--- src/rtl/alu_result_buf.sv ---
// alu_result_buf: DEPTH-entry result FIFO behind the 4-bit ALU, with push counter.
// Optional sticky {overflow,carry} flags enabled by defining ALU_RESULT_STICKY_EN.
module alu_result_buf #(
    parameter int DATA_W = 4,
    parameter int DEPTH  = 4
) (
    input  logic                       clk,
    input  logic                       rst_n,
    input  logic                       in_valid,
    output logic                       in_ready,
    input  logic [2:0]                 alu_fnselec,
    input  logic [DATA_W-1:0]          alu_res,
    input  logic                       alu_zero,
    input  logic                       alu_overflow,
    input  logic                       alu_carry,
    output logic                       out_valid,
    input  logic                       out_ready,
    output logic [2:0]                 out_fnselec,
    output logic [DATA_W-1:0]          out_res,
    output logic [2:0]                 out_flags,
    output logic [$clog2(DEPTH):0]     count,
    output logic [7:0]                 push_cnt,
    input  logic                       sticky_clr,
    output logic [1:0]                 sticky_flags
);

    localparam int AW = $clog2(DEPTH);
    localparam int CW = AW + 1;
    localparam int EW = DATA_W + 6;

    logic [EW-1:0] mem_q [DEPTH];
    logic [EW-1:0] mem_d [DEPTH];
    logic [AW-1:0] wr_ptr_q, wr_ptr_d;
    logic [AW-1:0] rd_ptr_q, rd_ptr_d;
    logic [CW-1:0] count_q, count_d;
    logic [7:0]    push_cnt_q, push_cnt_d;
    logic          push, pop;
    logic [EW-1:0] head;

    assign in_ready  = (count_q != CW'(DEPTH));
    assign out_valid = (count_q != '0);
    assign push      = in_valid & in_ready;
    assign pop       = out_valid & out_ready;
    assign head      = mem_q[rd_ptr_q];

    // head fields are masked to zero while the FIFO is empty
    assign out_fnselec = out_valid ? head[EW-1 -: 3]     : '0;
    assign out_res     = out_valid ? head[3 +: DATA_W]  : '0;
    assign out_flags   = out_valid ? head[2:0]          : '0;
    assign count       = count_q;
    assign push_cnt    = push_cnt_q;

    // next state of storage, pointers, occupancy and push counter
    always_comb begin
        mem_d      = mem_q;
        wr_ptr_d   = wr_ptr_q;
        rd_ptr_d   = rd_ptr_q;
        count_d    = count_q;
        push_cnt_d = push_cnt_q;
        if (push) begin
            mem_d[wr_ptr_q] = {alu_fnselec, alu_res,
                               alu_overflow, alu_carry, alu_zero};
            wr_ptr_d   = wr_ptr_q + AW'(1);
            push_cnt_d = push_cnt_q + 8'd1;
        end
        if (pop) begin
            rd_ptr_d = rd_ptr_q + AW'(1);
        end
        unique case ({push, pop})
            2'b10:   count_d = count_q + CW'(1);
            2'b01:   count_d = count_q - CW'(1);
            default: count_d = count_q;
        endcase
    end

    // state registers; reset drops any buffered entries
    always_ff @(posedge clk or negedge rst_n) begin
        if (!rst_n) begin
            for (int i = 0; i < DEPTH; i++) mem_q[i] <= '0;
            wr_ptr_q   <= '0;
            rd_ptr_q   <= '0;
            count_q    <= '0;
            push_cnt_q <= '0;
        end else begin
            mem_q      <= mem_d;
            wr_ptr_q   <= wr_ptr_d;
            rd_ptr_q   <= rd_ptr_d;
            count_q    <= count_d;
            push_cnt_q <= push_cnt_d;
        end
    end

`ifdef ALU_RESULT_STICKY_EN
    logic [1:0] sticky_q, sticky_d;

    // clear first, then OR in the flags of an accepted push (set wins)
    always_comb begin
        sticky_d = sticky_q;
        if (sticky_clr) sticky_d = 2'b00;
        if (push) sticky_d = sticky_d | {alu_overflow, alu_carry};
    end

    // sticky flag register
    always_ff @(posedge clk or negedge rst_n) begin
        if (!rst_n) sticky_q <= 2'b00;
        else        sticky_q <= sticky_d;
    end

    assign sticky_flags = sticky_q;
`else
    logic unused_sticky_clr;
    assign unused_sticky_clr = sticky_clr;
    assign sticky_flags      = 2'b00;
`endif

endmodule
--- config.mk ---
export PLATFORM = sky130hd
export DESIGN_NAME = alu_result_buf
export DESIGN_NICKNAME = d
export VERILOG_FILES = /design/src/rtl/alu_result_buf.sv
export SDC_FILE = /design/constraint.sdc
export NUM_CORES = 1
export LEC_CHECK = 0
export ABC_AREA = 1
export ABC_CLOCK_PERIOD_IN_PS = 4550
export BUFFER_PORTS_ARGS = -buffer_cell sky130_fd_sc_hd__buf_2
export CORE_ASPECT_RATIO = 1.4
export CORE_MARGIN = 2
export CORE_UTILIZATION = 61
export CTS_BUF_LIST = sky130_fd_sc_hd__clkbuf_16
export DETAILED_ROUTE_END_ITERATION = 10
export PLACE_DENSITY = 0.95
export SYNTH_ARGS = -nofsm -noshare
export SYNTH_HDL_FRONTEND = slang
export SYNTH_SLANG_ARGS = --single-unit
--- constraint.sdc ---
create_clock -name clk -period 4.55 [get_ports clk]
set_clock_uncertainty 0.05 [all_clocks]
set_input_delay 0.2275 -clock clk [delete_from_list [all_inputs] [get_ports clk]]
set_output_delay 0.2275 -clock clk [all_outputs]
set_load 0.01 [all_outputs]
==> results <==
- The flow ran to the end, but the final reports show violations.
- The final reports fail on negative hold slack.
- The endpoint identified for the worst register-to-register timing path is count[2].
- The leading cell type in the layout, fill and taps excluded is nand2_1.
- For this block, the via count after detailed routing is roughly 2300.
- For this design, the CTS-stage hold fixing added 0 buffers.
- The type of element launching the critical path is a flip-flop.
- After synthesis the netlist holds a flip-flop and latch count of 55.
- The layout filler cell count is approximately 330.
- The worst-case register-to-register setup slack is around 2.4 ns.
- After detailed routing, the number of remaining DRC violations is 0.
- Walking the worst path, the cells encountered are inv_1 > o21ai_0 > a21oi_1 > buf_2.
- In this design, the stage delay of the slowest critical-path cell is between 0.8 and 0.9 ns.
- The clock insertion delay at the later pin of the skew report is just under 0.3 ns.
- The ratio of final minimum period to clock period is 0.557.
- Setup repair after global routing left no endpoint under its margin.
- Once detail routing completed, the nets flagged for antenna violations numbered 0.
- The largest individual stage delay along the critical path comes from the cell dfrtp_1.
- The number of cells on the worst reg-to-reg path is 9.
- At the end of routability-driven placement, the weighted congestion stood at ~0.82.
- The static leakage is about 1.7 nW.
- The number of global-route vias before repair was between 2000 and 2500.
- The area growth from synthesis to layout is 14.5%.
- After the first detailed-routing iteration, the DRC count stood at slightly below 200.
- The number of resized instances in the post-cts repair step is 0.
- The sequential cell area fraction in the yosys report is 0.504.
- The worst slew margin relative to its limit is 0.493.
- The total number of clock tree sinks is 55.
- The worst register-to-register path begins at count[0].
- The per-instance average area after synthesis is about 7.9 µm².
- Once the clock tree was built, the setup fixing pass inserted 0 buffers.
- The clock tree from TritonCTS is yes.
- The wire-length estimate of the detail-placed layout is between 4000 and 5000 µm.
- The repair_antennas step left the layout with diodes totalling 0.
- For this configuration, the core starts out at a cell density of 0.639.
- The number of buffers created by CTS is 5.
- The number of optimization iterations in the first detailed-route pass is 5.
- The maximum achievable frequency is just under 400 MHz.
- In this run the worst setup path begins at rd_ptr_q[0].
- The number of pins with negative max-slew slack in the final report is 0.
- Across the run, the number of max-cap violations was 0.
- The cell sitting at the root of the clock tree is a clkbuf_16.
- The library cells used most frequently in the layout, excluding fill and tap cells, are 149 x nand2_1, 55 x dfrtp_1, 43 x nor2_1.
- The clock-pin slew reported for the worst setup and hold paths after clock tree synthesis is around 0.07 ns.
- The worst hold path belongs to the class in2async.
- The time the final worst path needs with I/O delays and setup is around 2.5 ns.
- In the routed layout, each cell is associated on average with a via count of between 5 and 6.
- The type of destination of the critical path is an output port.
- The maximum level of the CTS H-tree is 2.
- The final layout contains around 400 nets.
- The aggregate global routing overflow is 0.
- Data arrives at the worst endpoint at ~2.3 ns.
- Entering global routing, the biggest net connects 56 pins.
- Across the whole layout, storage elements account for approximately 1400 µm².
- The maximum clock path buffer count is 2.
- The number of warnings printed during yosys synthesis is 0.
- The overall track demand over capacity in global routing is 0.271.
- The critical path class is reg2out.
- After detailed routing, the average wire length per cell comes to about 14 µm.
- In this run the power density over the cells is 756 nW/µm².
- Adding up every negative setup slack in the final design gives 0 ns.
- The transition time of the tightest slew-check pin is roughly 0.76 ns.
- Port buffering added 36 buffers.
- The overall die area is approximately 5000 µm².
- The number of rows in the core area is 28.
- The global-route wire length before repair is roughly 10000 µm.
- The peak ir drop on the vdd network is approximately 0.4 mV.
- The area of combinational cells with multiple inputs is roughly 1200 µm².
- Power comes to between 2 and 2.5 mW.
- The endpoint required time on the critical path is about 4.3 ns.
- The core area is between 4000 and 5000 µm².
- The total length of routed wires is between 6000 and 7000 µm.
- The layout cell share with drive strength beyond 1 is 0.150.
- Following the worst setup path forward leads to its endpoint at out_fnselec[0].
- The hold violation total from the final report was 1.
- Setup violations remaining at the end of the flow were counted as 0.
- Counting every instance in the synthesized netlist gives ~340.
- In this run the count of I/O pins placed on the die edge is 40.
- Across all hold checks on the routed design, the worst slack comes to -0.000850 ns.
- The number of antenna violations at the first check in global routing is 0.
- In this run the cell area of the synthesized design comes to around 2700 µm².
- The highest net fanout along the worst path is 22.
- The x dimension of the die is roughly 61 µm.
- The number of unique standard cell types used by synthesis is 25.
- The die is 83.2 µm tall.
-- critical path, delay by kind of cell (launching register included) --
| family | cells | cell delay (ns) |
|---|---|---|
| compound gates | 2 | 0.43 |
| buf+inv | 2 | 0.69 |
| flops | 1 | 0.84 |
-- through the flow --
| step | cells | util | worst slack, ns | cell area (µm²) | hold slack (ns) |
|---|---|---|---|---|---|
| floorplan | 345 | - | 2.37 | 2730 | -0.118 |
| global placement | 432 | 0.687 | 2.41 | 2940 | 0.334 |
| detailed placement | 432 | 0.687 | 2.34 | 2940 | 0.341 |
| CTS | 440 | 0.732 | 2.02 | 3130 | 0.0302 |
| global route | 440 | 0.732 | 1.87 | 3130 | 0.0719 |
| finish | 440 | 0.732 | 2.02 | 3130 | -0.000850 |
-- layer usage --
metal,global-route usage,up-vias,routed length (µm)
li1,-,1123,-
met1,0.336,1118,2430
met2,0.459,92,3300
met3,0.0514,8,392
met4,0.0949,0,70
met5,0,-,0
-- synth_stat cells (all sizes together) --
cell	n	area, µm²
nor2	48	225
a21oi	11	55.1
a21boi	1	18.8
inv	16	60.1
nand2	155	602
fa	1	20.0
xor2	3	26.3
clkbuf	4	15.0
buf	6	43.8
o21ai	24	120
ha	6	75.1
nand3b	2	15.0
dfrtp	55	1380
conb	1	3.75
nand3	4	20.0
or2	1	6.26
clkinv	1	3.75
xnor2	5	43.8
-- sequential cells by signal (all words and copies together) (netlist names) --
| name | flops |
|---|---|
| count | 3 |
| mem_q | 40 |
| push_cnt | 8 |
| rd_ptr_q | 2 |
| wr_ptr_q | 2 |
-- where the power goes --
group | switching (mW) | internal [mW]
clock network | 0.167 | 0.313
logic | 0.616 | 0.371
registers | 0.192 | 0.706
-- logic make-up after synthesis --
| logic type | Yosys count | share of synthesized area |
|---|---|---|
| flops | 55 | 0.504 |
| fa+ha+maj | 7 | 0.0348 |
| xor+xnor | 8 | 0.0257 |
| compound gates | 36 | 0.0710 |
| buf+inv | 27 | 0.0449 |
| other cells | 1 | 0.00137 |
| simple gates | 210 | 0.318 |
-- worst min-delay path by stage --
stage | to | slack, ns | cells past startpoint
6_report | mem_q[31] | -0.0008 | 2
5_1_grt | mem_q[32] | 0.07 | 2
4_1_cts | mem_q[31] | 0.03 | 2
3_5_place_dp | mem_q[31] | 0.34 | 2
3_3_place_gp | mem_q[31] | 0.33 | 2
2_1_floorplan | count[0] | -0.12 | 0
-- layout make-up --
| cell class | instances | area share |
|---|---|---|
| clock buffers | 5 | 0.0400 |
| clock inverters | 3 | 0.0204 |
| inverters | 17 | 0.0204 |
| multi-input cells | 263 | 0.395 |
| flip-flops and latches | 55 | 0.440 |
| well taps | 60 | 0.0240 |
| repair buffers | 37 | 0.0600 |
No activity file was read; power rests on OpenSTA's default activity.
